--- src/rtl/dac_seq_pkg.sv ---
// Shared types and constants for the DAC burst trigger sequencer.
package dac_seq_pkg;

    localparam int unsigned DLY_W_DEF      = 11;
    localparam int unsigned PERIOD_W_DEF   = 16;
    localparam int unsigned BURST_W_DEF    = 16;
    // The generator counter saturates at this count; retriggering must wait one more cycle.
    localparam int unsigned GEN_SAT_CNT    = 1000;
    localparam int unsigned MIN_PERIOD_DEF = GEN_SAT_CNT + 1;

    typedef enum logic [1:0] {
        ST_IDLE  = 2'd0,
        ST_ARMED = 2'd1,
        ST_RUN   = 2'd2,
        ST_TAIL  = 2'd3
    } dac_seq_state_t;

endpackage

--- src/rtl/dac_seq_edge.sv ---
// Trigger qualifier: rising edge of the synchronised external trigger ORed with the software trigger.
module dac_seq_edge (
    input  logic clk,
    input  logic reset,
    input  logic ext_trig,
    input  logic soft_trig,
    output logic trg_c
);

    logic ext_trig_q;

    always_ff @(posedge clk or posedge reset) begin
        if (reset) begin
            ext_trig_q <= 1'b0;
        end else begin
            ext_trig_q <= ext_trig;
        end
    end

    assign trg_c = (ext_trig & ~ext_trig_q) | soft_trig;

endmodule

--- src/rtl/dac_trig_sequencer.sv ---
// Burst scheduler for the DAC clock generator: arm, wait for trigger, emit len pulses at a fixed period.
// Build option DAC_SEQ_AUTO_REARM_EN: return to ARMED (config retained) instead of IDLE after a burst.
module dac_trig_sequencer
    import dac_seq_pkg::*;
#(
    parameter int unsigned DLY_W      = DLY_W_DEF,
    parameter int unsigned PERIOD_W   = PERIOD_W_DEF,
    parameter int unsigned BURST_W    = BURST_W_DEF,
    parameter int unsigned MIN_PERIOD = MIN_PERIOD_DEF
) (
    input  logic                clk,
    input  logic                reset,
    input  logic                arm,
    input  logic                abort,
    input  logic                ext_trig,
    input  logic                soft_trig,
    input  logic [DLY_W-1:0]    cfg_start_dly,
    input  logic [PERIOD_W-1:0] cfg_period,
    input  logic [BURST_W-1:0]  cfg_burst_len,
    output logic                dac_trig,
    output logic [DLY_W-1:0]    dac_start_dly,
    output logic                armed,
    output logic                busy,
    output logic                done,
    output logic                overrun,
    output logic [BURST_W-1:0]  pulse_cnt
);

    dac_seq_state_t      state;
    logic [PERIOD_W-1:0] per_l;
    logic [PERIOD_W-1:0] per_cnt;
    logic [BURST_W-1:0]  len_l;
    logic                trg_c;

    dac_seq_edge u_edge (
        .clk       (clk),
        .reset     (reset),
        .ext_trig  (ext_trig),
        .soft_trig (soft_trig),
        .trg_c     (trg_c)
    );

    // Sequencer FSM with period and pulse counters; dac_trig/done default low so they are single-cycle.
    always_ff @(posedge clk or posedge reset) begin
        if (reset) begin
            state         <= ST_IDLE;
            dac_trig      <= 1'b0;
            dac_start_dly <= '0;
            armed         <= 1'b0;
            busy          <= 1'b0;
            done          <= 1'b0;
            overrun       <= 1'b0;
            pulse_cnt     <= '0;
            per_l         <= PERIOD_W'(MIN_PERIOD);
            per_cnt       <= '0;
            len_l         <= BURST_W'(1);
        end else begin
            dac_trig <= 1'b0;
            done     <= 1'b0;
            if (abort) begin
                state <= ST_IDLE;
                armed <= 1'b0;
                busy  <= 1'b0;
            end else begin
                case (state)
                    ST_IDLE: begin
                        if (arm) begin
                            state         <= ST_ARMED;
                            armed         <= 1'b1;
                            dac_start_dly <= cfg_start_dly;
                            per_l         <= (cfg_period < PERIOD_W'(MIN_PERIOD)) ?
                                             PERIOD_W'(MIN_PERIOD) : cfg_period;
                            len_l         <= (cfg_burst_len == '0) ? BURST_W'(1) : cfg_burst_len;
                            pulse_cnt     <= '0;
                            overrun       <= 1'b0;
                        end
                    end
                    ST_ARMED: begin
                        if (trg_c) begin
                            state     <= ST_RUN;
                            armed     <= 1'b0;
                            busy      <= 1'b1;
                            dac_trig  <= 1'b1;
                            pulse_cnt <= BURST_W'(1);
                            per_cnt   <= '0;
                        end
                    end
                    ST_RUN: begin
                        if (trg_c) begin
                            overrun <= 1'b1;
                        end
                        if (per_cnt == per_l - PERIOD_W'(1)) begin
                            per_cnt <= '0;
                            if (pulse_cnt < len_l) begin
                                dac_trig  <= 1'b1;
                                pulse_cnt <= pulse_cnt + BURST_W'(1);
                            end else begin
                                // done is visible during the single TAIL cycle, per_l after the last pulse
                                state <= ST_TAIL;
                                done  <= 1'b1;
                            end
                        end else begin
                            per_cnt <= per_cnt + PERIOD_W'(1);
                        end
                    end
                    ST_TAIL: begin
                        if (trg_c) begin
                            overrun <= 1'b1;
                        end
                        busy <= 1'b0;
`ifdef DAC_SEQ_AUTO_REARM_EN
                        state     <= ST_ARMED;
                        armed     <= 1'b1;
                        pulse_cnt <= '0;
`else
                        state     <= ST_IDLE;
`endif
                    end
                    default: begin
                        state <= ST_IDLE;
                    end
                endcase
            end
        end
    end

endmodule

--- config.mk ---
export PLATFORM = sky130hd
export DESIGN_NAME = dac_trig_sequencer
export DESIGN_NICKNAME = d
export VERILOG_FILES = /design/src/rtl/dac_seq_pkg.sv /design/src/rtl/dac_seq_edge.sv /design/src/rtl/dac_trig_sequencer.sv
export SDC_FILE = /design/constraint.sdc
export NUM_CORES = 1
export LEC_CHECK = 0
export ABC_AREA = 1
export BUFFER_PORTS_ARGS = -buffer_cell sky130_fd_sc_hd__buf_4
export CAP_MARGIN = 20
export CELL_PAD_IN_SITES_DETAIL_PLACEMENT = 1
export CELL_PAD_IN_SITES_GLOBAL_PLACEMENT = 1
export CORE_ASPECT_RATIO = 1.75
export CORE_MARGIN = 5
export CORE_UTILIZATION = 35
export DETAILED_ROUTE_END_ITERATION = 6
export GPL_ROUTABILITY_DRIVEN = 0
export PLACE_DENSITY = 0.78
export SKIP_CTS_REPAIR_TIMING = 1
export SYNTH_ARGS = -nofsm -noshare
export SYNTH_HDL_FRONTEND = slang
export SYNTH_SLANG_ARGS = --single-unit
--- constraint.sdc ---
create_clock -name clk -period 3.23 [get_ports clk]
set_input_delay 0.1615 -clock clk [delete_from_list [all_inputs] [get_ports clk]]
set_output_delay 0.1615 -clock clk [all_outputs]
set_load 0.01 [all_outputs]
Word level (Yosys, flattened, before mapping):

Index checks and enable logic that the tools add are counted.

* flip-flop bits (word level): 83
* input port bits: 49

* muxes and demuxes: 34
* $add $sub $neg: 3
* magnitude comparators: 2
* bitwise logic cells: 4
* reductions and logical operators: 15
* equal/unequal tests: 13

Operators by type and width (count)
* 16-bit 2-to-1 mux: 8
* 16-bit one-hot mux with 3 select lines: 1
* 16-bit by 1-bit adder with 16-bit output (second input constant): 2
* 16-bit one-hot mux with 2 select lines: 1
* 16-bit == test: 1
* 16-bit zero test: 1
* 16-bit by 10-bit < comparator with 1-bit output (second input constant): 1
* 16-bit < comparator: 1
* 16-bit by 1-bit subtractor with 16-bit output (second input constant): 1
* 1-bit 2-to-1 mux: 14
* 3-bit inequality test (second input constant): 4
* 2-bit 2-to-1 mux: 5
* 3-bit AND reduction: 3
* 3-bit nonzero test: 3
* 2-bit inequality test (second input constant): 4
* 1-bit one-hot mux with 2 select lines: 4
* 2-bit one-hot mux with 4 select lines: 1
* 4-bit AND reduction: 2
* 6-bit AND reduction: 1
* 2-bit == test (second input constant): 2
* 2-bit nonzero test: 2
* 2-bit by 1-bit == test with 1-bit output (second input constant): 1
* 2-bit zero test: 1
* 2-bit by 1-bit inequality test with 1-bit output (second input constant): 1
* other kinds (5): 6

Longest topological paths before layout:

Gate-level depths: netlist of the first run.

* word-level depth: 6
* depth in mapped cells: 15
* gate-level depth less buffers: 14

Hierarchy:

Synthesis of the first run repeated with hierarchy kept, for this count alone.

* cells, all modules: 697
* area, all modules: 5192.5 um2

Modules (own cells, without submodules)
* dac_trig_sequencer: area an instance 5148.7 um2, times used 1, cells each 691, seq. area each 2062.0 um2
* dac_seq_edge: area an instance 43.8 um2, times used 1, cells each 6, seq. area each 25.0 um2

Worst setup path before layout of the first run:

OpenSTA, ideal clock, no wires.

* kind: reg2reg
* start point: reg per_l[0]
* end point: reg pulse_cnt[9]
* required time: 3107 ps
* slack: 1120 ps
* path buffers: 1
* arrival time: 1986 ps
* period minus slack after synthesis: 2110 ps
* stages on the path, launching flop included: 15
* cells stage by stage: dfstp_2 > inv_1 > ha_1 > or2_1 > nand3_1 > nand2_1 > nor2_1 > nand2_1 > nor2_1 > nand3_2 > nand2_2 > nand3_4 > buf_6 > nand2_2 > o21ai_2

* longest elaborated chain between the ends: 4

Ends and longest elaborated chain
* start: declaration: line dac_trig_sequencer.sv:30 `logic [PERIOD_W-1:0] per_l;`
* start signal: assignment: line dac_trig_sequencer.sv:54 `per_l <= PERIOD_W'(MIN_PERIOD);`
* start signal: assignment: line dac_trig_sequencer.sv:71 `per_l <= (cfg_period < PERIOD_W'(MIN_PERIOD)) ?`
* 16-bit by 1-bit subtractor with 16-bit output: line dac_trig_sequencer.sv:92 `if (per_cnt == per_l - PERIOD_W'(1)) begin`
* 16-bit == test: line dac_trig_sequencer.sv:92
* 2-bit inequality test (no line)
* 6-bit AND reduction (no line)
* end signal: assignment: line dac_trig_sequencer.sv:96 `pulse_cnt <= pulse_cnt + BURST_W'(1);`
* end: declaration: line dac_trig_sequencer.sv:26 `output logic [BURST_W-1:0] pulse_cnt`

No other way between the ends.
A chain may end at the register's enable or synchronous reset.

Worst setup path in the final report of the first run:

* start point: reg per_l[0]
* end point: reg pulse_cnt[15]

Same word-level chain as after synthesis.

==> results of run 1 <==
[worst max-delay path, cell delays in order (launching register included)]
cell,delay [ns]
dfstp_2,0.55
inv_1,0.09
ha_1,0.25
or2_1,0.26
nand3_1,0.10
nand2_1,0.06
nor2_1,0.09
nand2_1,0.05
nor2_1,0.14
nand3_2,0.13
nand2_2,0.13
nand3_4,0.43
nand2_1,0.25
o21ai_2,0.07
[per-layer routing]
| layer | GRT usage (%) | vias up | part of all wire, % |
|---|---|---|---|
| met5 | 0 | - | 0 |
| met1 | 18.3 | 2425 | 35 |
| met3 | 3.02 | 41 | 3.0 |
| met4 | 10.0 | 0 | 4.3 |
| li1 | - | 2370 | - |
| met2 | 38.5 | 99 | 58 |
[final cells by class]
type / instances / share of cell area (%)
Multi-Input combinational cell: 506 / 42.7
Clock buffer: 9 / 3.58
Inverter: 79 / 4.74
Timing Repair Buffer: 91 / 11.0
Clock inverter: 7 / 1.21
Sequential cell: 83 / 33.2
Tap cell: 180 / 3.58
[power groups by stage]
stage | combinational, mW | clock (mW) | sequential, mW
final | 1.87 | 1.06 | 1.63
after global routing | 2.10 | 1.13 | 1.67
after global placement | 1.78 | 0 | 1.63
after CTS | 1.90 | 1.09 | 1.64
after floorplan | 1.26 | 0 | 1.62
after detailed placement | 1.88 | 0 | 1.65
[logic make-up (layout without fill, tap and decap cells)]
group                    count (synthesis)  after routing  share of synthesized area [%]
AO/OA/AOI/OAI                           92             92                           10.7
XOR/XNOR                                24             24                           4.08
adder cells (fa/ha/maj)                 24             24                           5.82
buffers and inverters                   95            186                           7.47
flip-flops                              83             83                           40.5
AND/OR/NAND/NOR                        366            366                           31.4
[cells in the final DEF (no fill, tap or decap), types with 4 or more instances in the layout]
| cell type | n |
|---|---|
| inv_2 | 4 |
| xnor2_1 | 8 |
| nand2_2 | 20 |
| dfrtp_1 | 75 |
| nand3b_1 | 5 |
| inv_1 | 73 |
| a21oi_1 | 21 |
| nor3_1 | 9 |
| nor2_1 | 78 |
| buf_4 | 89 |
| o21ai_2 | 16 |
| nand3_1 | 33 |
| nor2_2 | 5 |
| clkbuf_16 | 9 |
| nand4_1 | 15 |
| dfstp_2 | 8 |
| a31oi_1 | 4 |
| nor4_1 | 8 |
| ha_1 | 24 |
| o21ai_0 | 40 |
| xor2_1 | 16 |
| nand2_1 | 185 |
[cell usage after synthesis, drive strengths merged]
cell type and n:
o211ai 1, or2 2, a22oi 1, nor2 85, clkbuf 10, a41oi 1
o21ai 57, nor3 9, nor4 8, inv 78, dfrtp 75, o21bai 2
o21a 1, dfstp 8, a211oi 2, nand4 15, nand2 205, nand3 35
ha 24, and2 1, or3 1, a31o 1, o221ai 1, xnor2 8
nand3b 5, a31oi 4, clkinv 1, xor2 16, buf 6, a21oi 21
[per-stage QoR]
stage,hold slack (ns),power (mW)
after floorplan,0.193,2.89
after global placement,0.282,3.42
after detailed placement,0.285,3.53
after CTS,-0.0716,4.63
after global routing,0.0143,4.90
final,0.0174,4.57
[path summary, 6_finish.rpt]
path / endpoint / slack, ns
min in group asynchronous: len_l[5] / 0.48
max in group asynchronous: per_l[6] / 1.89
min: dac_start_dly[2] / 0.02
min reg2reg: dac_start_dly[6] / 0.49
max reg2reg: pulse_cnt[15] / 0.50
max: pulse_cnt[15] / 0.50
[flip-flops by register name (all words and copies together) (netlist names)]
register,count
state,2
pulse_cnt,16
done,1
busy,1
per_l,16
dac_trig,1
u_edge.ext_trig_q,1
armed,1
dac_start_dly,11
overrun,1
len_l,16
per_cnt,16
==> impl_metrics.yaml, run 1 <==
floorplanning:
  start_util_pct: 35.7
  die_y_um: 171
  dieArea_um2: 17400
  ios: 81
  coreArea_um2: 14400
  core.rowCount: 58
  fp.dieW_um: 102
drt:
  avgRoutedWirePerCell_um: 17.0
  vias: 4935
  drt_iter0_drc: 155
  antenna_left: 0
  via_per_inst: 5.17
  drc: 0
  dr.pass1.iters: 4
  wl_um: 16200
critical_path:
  worstSetupEndpointType: "flip-flop"
  rr_startpoint: "per_l[0]"
  ff2ff_path_depth: 13
  worst-setup-path-type: "flip-flop to flip-flop"
  critical_path_required_ns: 3.45
  worst_setup_path_start_kind: "flip-flop"
  crit_fanout: 32
  critPathArrivalTime_ns: 2.95
  crit_start: "per_l[0]"
cells_and_area:
  insertedDiodeCount: 0
  instances_no_fill: 955
  postLayoutCoreUtil_pct: 43.5
  drive_gt1_share_pct: 21.2
  register_area_um2: 2090
  area_growth_pct: 21.9
  final_cell_area_um2: 6280
  multi_input_comb_area_um2: 2680
  layout.nets: 843
  fillers: 1782
pwr:
  seq_power_share_pct: 35.8
  peakVddDrop_mv: 0.305
  switching_power_mw: 1.92
  pwr-share-comb_pct: 40.9
  internal_power_mw: 2.65
  p_sw_share_pct: 42.0
  p_leak_nw: 3.05
  p_per_area_nw_per_um2: 727
  power_frac_clock_pct: 23.3
timing:
  fmax_mhz: 366
  hold_violations: 0
  clock_skew_ns: 0.00742
  tightest_slew_ns: 0.965
  fin_crit_sh_pct: 84.6
  setup_violations: 0
  fin_setup_tns_ns: 0
  slew_viol_final: 0
  rsz0062_at_grt: "no"
  final.min_clock_period_ns: 2.73
  setup_ws_ns: 0.499
  max-slew-margin-rel_pct: 35.7
placed_design:
  post_dp_cell_area_um2: 5960
  dp.cells: 937
  hpwl_um: 12900
  place.port_buffers: 80
  place_ws_ns: 0.552
logic_synthesis:
  ys_seq_area_share_pct: 40.5
  ys_ff_latch: 83
  synthCells: 684
  synth_top_area_share_pct: 36.4
  syn_area_per_cell_um2: 7.54
  synth_area_leaders: "dfrtp_1, nand2_1, ha_1"
  yosysUniqueCellTypes: 42
  yosys.area.top_type: "dfrtp_1"
  syn_nets: 757
  synth_area_um2: 5160
  ys_warn_count: 0
cts:
  cts.clk_slew.worst_paths_ns: 0.07
  cts_sinks: 83
  cts_buffer_depth: 2
  htreeDepth: 3
  cts_root_buf: "clkbuf_16"
  cts_tree: "done"
  cts_buffers: 9
  clk_latency_ns: 0.34
outcome:
  status: "finished clean"
worst_hold_path:
  hold_path_class: "input port to flip-flop"
  whs_path_depth: 3
  min_from: "cfg_start_dly[2]"
global_routing:
  antenna_found_initial: 0
  first_global_vias: 5422
  track_usage_pct: 19.4
  grt_max_degree: 63
  grt_pass1_wl_um: 26300
  grt-ovfl-total: 0
run:
  maxCapViolCount: 0
(Power assumes the default switching activity.)
==> inputs of run 2 (changes only) <==
- clock period: 3.23 -> 2.7 ns (I/O delays scaled with it)
==> run 2 against run 1 <==
- the flow now finishes with violations (hold timing)
- critical path type unchanged
- cell area is 2.3% higher
- register-to-register slack worse by 0.23 ns
- power is 24% higher
- combinational power is 26% higher
- sequential power is 21% higher
- clock skew hardly changed
- critical path depth is 1 higher
- worst setup slack worse by 0.23 ns
- count of clock-buffer cells in the layout is 3 higher
==> impl_metrics.yaml, run 2 (synthesis gave the netlist of run 1 again) <==
outcome:
  status: "finished with violations"
  violations: "hold timing"
critical_path:
  worstSetupEndpointType: "flip-flop"
  critical_path_required_ns: 2.92
  critPathArrivalTime_ns: 2.66
  worst_setup_path_start_kind: "flip-flop"
  worst-setup-path-type: "flip-flop to flip-flop"
  rr_startpoint: "per_l[0]"
  crit_start: "per_l[0]"
  crit_fanout: 10
drt:
  drc: 0
  vias: 4976
  drt_iter0_drc: 163
  wl_um: 16800
  antenna_left: 0
  via_per_inst: 5.14
  dr.pass1.iters: 4
  avgRoutedWirePerCell_um: 17.4
placed_design:
  dp.cells: 944
  post_dp_cell_area_um2: 6050
  place.port_buffers: 80
  hpwl_um: 13400
timing:
  fin_setup_tns_ns: 0
  slew_viol_final: 0
  tightest_slew_ns: 0.748
  hold_violations: 6
  fmax_mhz: 411
  whs_ns: -0.00853
  final.min_clock_period_ns: 2.43
  rsz0062_at_grt: "no"
  setup_violations: 0
  fin_crit_sh_pct: 90.1
  max-slew-margin-rel_pct: 50.1
  clock_skew_ns: 0.00704
cells_and_area:
  insertedDiodeCount: 0
  layout_common_cells: "nand2_1, buf_4, nor2_1"
  drive_gt1_share_pct: 22.1
  area_growth_pct: 24.7
  instances_no_fill: 968
  layout.nets: 856
  final_common_cell: "nand2_1"
  final_cell_area_um2: 6430
cts:
  cts_buffers: 9
  cts.clk_slew.worst_paths_ns: 0.07
  cts_sinks: 83
  cts_root_buf: "clkbuf_16"
  htreeDepth: 3
  cts_tree: "done"
  clk_latency_ns: 0.34
  cts_buffer_depth: 2
floorplanning:
  coreArea_um2: 14400
  start_util_pct: 35.7
  dieArea_um2: 17400
  die_y_um: 171
  ios: 81
  fp.dieW_um: 102
  core.rowCount: 58
worst_hold_path:
  hold_path_class: "input port to flip-flop"
  min_from: "cfg_start_dly[5]"
pwr:
  power_frac_clock_pct: 23.5
  p_per_area_nw_per_um2: 879
  switching_power_mw: 2.30
  p_sw_share_pct: 40.7
  peakVddDrop_mv: 0.333
  seq_power_share_pct: 34.8
  internal_power_mw: 3.36
  pwr-share-comb_pct: 41.7
  p_total_mw: 5.66
  p_leak_nw: 3.13
global_routing:
  grt_pass1_wl_um: 27400
  antenna_found_initial: 0
  grt-ovfl-total: 0
  first_global_vias: 5606
  track_usage_pct: 20.3
  grt_max_degree: 47
run:
  maxCapViolCount: 0
==> run 2: cell count changes in the layout (fill, tap and decap cells not counted), sizes merged <==
cell	previous run	this run
buf	89	102
clkinvlp	2	1
clkinv	5	3
bufinv	1	2
inv	78	77
clkbuf	9	12
==> run 2: final cells by class <==
cell class	instances	area (um2)
Multi-Input combinational cell	506	2680
Clock buffer	12	236
Sequential cell	83	2090
Fill cell	1789	8010
Timing Repair Buffer	104	823
Clock inverter	4	76.3
Inverter	79	298
Tap cell	180	225
==> run 2: final timing paths <==
path / to / slack (ns) / cells past startpoint
hold reg to reg: dac_start_dly[2] / 0.49 / 2
setup / recovery: pulse_cnt[12] / 0.27 / 14
min in group asynchronous: len_l[6] / 0.46 / 3
max in group asynchronous: per_l[5] / 1.48 / 4
hold / removal: dac_start_dly[5] / -0.009 / 3
setup reg to reg: pulse_cnt[12] / 0.27 / 14
==> run 2: worst max-delay path: stages, from the launching register on <==
cell	delay, ns
dfstp_2	0.55
inv_1	0.10
ha_1	0.25
or2_1	0.25
nand3_1	0.10
nand2_1	0.06
nor2_1	0.09
nand2_1	0.06
nor2_1	0.14
nand3_2	0.12
nand2_2	0.12
nand3_4	0.15
buf_4	0.21
nand2_2	0.06
o21ai_2	0.05
==> run 2: power groups by stage <==
stage / clock (mW) / sequential [mW] / combinational [mW]
6_report: 1.33 / 1.97 / 2.36
2_1_floorplan: 0 / 1.94 / 1.51
3_3_place_gp: 0 / 1.96 / 2.21
5_1_grt: 1.40 / 2.01 / 2.66
3_5_place_dp: 0 / 1.99 / 2.31
4_1_cts: 1.36 / 1.97 / 2.34
==> run 2: metal layers <==
layer	wire, um	vias up	global-route usage (%)
met3	530	53	3.22
met5	0	-	0
met4	741	0	10.1
met1	5610	2435	19.0
met2	9950	101	40.7
li1	-	2387	-
==> run 2: per-stage QoR <==
stage	utilization, %	setup slack (ns)
4_1_cts	44.1	0.150
3_3_place_gp	41.9	0.280
3_5_place_dp	41.9	0.164
5_1_grt	44.5	0.0743
2_1_floorplan	-	0.441
6_report	44.5	0.266
==> inputs of run 3 (changes only) <==
- CORE_ASPECT_RATIO: 1.75 -> 1.1
- RECOVER_POWER: not set -> 100
==> run 3 against run 2 <==
- the run ends with hold timing, capacitance limit, slew limit left
- flip-flop and latch count did not move
- combinational power fell by 8%
- utilization fell by 1.3 points
- power fell by 4.9%
- critical path type unchanged
- critical endpoint is now len_l[0]
==> impl_metrics.yaml, run 3 (synthesis gave the netlist of run 1 again) <==
outcome:
  status: "finished with violations"
  violations: "hold timing, capacitance limit, slew limit"
critical_path:
  ff2ff_setup_slack_ns: 0.25
  critical_path_required_ns: 2.97
  reg2reg_to: "len_l[0]"
  rr_startpoint: "state[0]"
  crit_fanout: 33
  worst-setup-path-type: "flip-flop to flip-flop"
  worstSetupEndpointType: "flip-flop"
  worst_setup_path_start_kind: "flip-flop"
  ff2ff_path_depth: 7
  critPathArrivalTime_ns: 2.72
pwr:
  p_leak_nw: 2.96
  peakVddDrop_mv: 0.290
  p_total_mw: 5.38
  p_per_area_nw_per_um2: 861
global_routing:
  grt-ovfl-total: 0
  grt_pass1_wl_um: 26600
  grt_max_degree: 44
  first_global_vias: 5432
  antenna_found_initial: 0
  track_usage_pct: 19.1
cells_and_area:
  final_cell_area_um2: 6250
  final_common_cell: "nand2_1"
  layout_common_cells: "nand2_1, nor2_1, dfrtp_1"
  instances_no_fill: 977
  drive_gt1_share_pct: 15.5
  layout.nets: 853
  insertedDiodeCount: 0
  postLayoutCoreUtil_pct: 43.2
  area_growth_pct: 21.2
drt:
  via_per_inst: 5.04
  dr.pass1.iters: 4
  antenna_left: 0
  drt_iter0_drc: 177
  vias: 4923
  drc: 0
  wl_um: 16200
  avgRoutedWirePerCell_um: 16.6
timing:
  clock_skew_ns: 0.0116
  hold_violations: 2
  setup_ws_ns: 0.253
  slew_viol_final: 41
  fin_setup_tns_ns: 0
  whs_ns: -0.0122
  final.min_clock_period_ns: 2.45
  fin_crit_sh_pct: 90.6
  tightest_slew_ns: 1.90
  rsz0062_at_grt: "no"
  max-slew-margin-rel_pct: -27.3
  setup_violations: 0
  fmax_mhz: 409
cts:
  htreeDepth: 3
  cts_buffers: 9
  cts_buffer_depth: 2
  cts_tree: "done"
  cts.clk_slew.worst_paths_ns: 0.07
  cts_sinks: 83
  cts_root_buf: "clkbuf_16"
  clk_latency_ns: 0.35
run:
  maxCapViolCount: 1
floorplanning:
  die_y_um: 137
  start_util_pct: 35.7
  ios: 81
  dieArea_um2: 17300
  core.rowCount: 46
  coreArea_um2: 14400
  fp.dieW_um: 126
placed_design:
  post_dp_cell_area_um2: 6030
  hpwl_um: 12500
  dp.cells: 953
  place_ws_ns: 0.338
  place.port_buffers: 80
worst_hold_path:
  min_from: "cfg_start_dly[6]"
  hold_end: "dac_start_dly[6]"
  hold_path_class: "input port to flip-flop"
  whs_path_depth: 3
-- run 3: changes by cell type in the layout (fill, tap and decap cells not counted), sizes merged --
cell         delta
clkinvlp        +1
bufinv          -1
buf            -46
clkinv          +1
clkbuf         +36
dlygate4sd3     +6
-- run 3: worst max-delay path: stages (launching register included) --
cell and delay, ns:
dfrtp_1 0.46, inv_1 0.14, ha_1 0.20, nand3_1 0.17, inv_1 0.79, clkbuf_2 0.40, nor2_1 0.07, a21oi_1 0.14
-- run 3: area by class of cell --
type                       instances  area [um2]
clock buffer                      11         233
fill                            1821        8200
tap                              192         240
sequential                        83        2090
multi-input combinational        506        2660
inverter                          79         298
clock inverter                     5        56.3
timing repair buffer             101         674
-- run 3: routing by layer --
layer	global-route usage [%]	wire [um]
met5	0	0
met2	36.0	8850
met3	2.79	421
met4	8.67	408
met1	21.1	6550
-- run 3: worst max-delay path by stage --
stage | startpoint | to | slack [ns] | cells after the start
after floorplan | reset | armed | 0.44 | 1
after global placement | per_l[0] | pulse_cnt[14] | 0.44 | 14
after detailed placement | per_l[0] | pulse_cnt[14] | 0.34 | 14
after CTS | per_l[0] | pulse_cnt[12] | 0.30 | 14
after global routing | per_l[0] | pulse_cnt[11] | 0.02 | 14
final | state[0] | len_l[0] | 0.25 | 7
-- run 3: power by group --
group	switching [mW]	leakage, nW	internal, mW
registers	0.302	1.07	1.66
clock network	0.522	0.139	0.716
logic	1.45	1.75	0.737
total	2.27	2.96	3.11
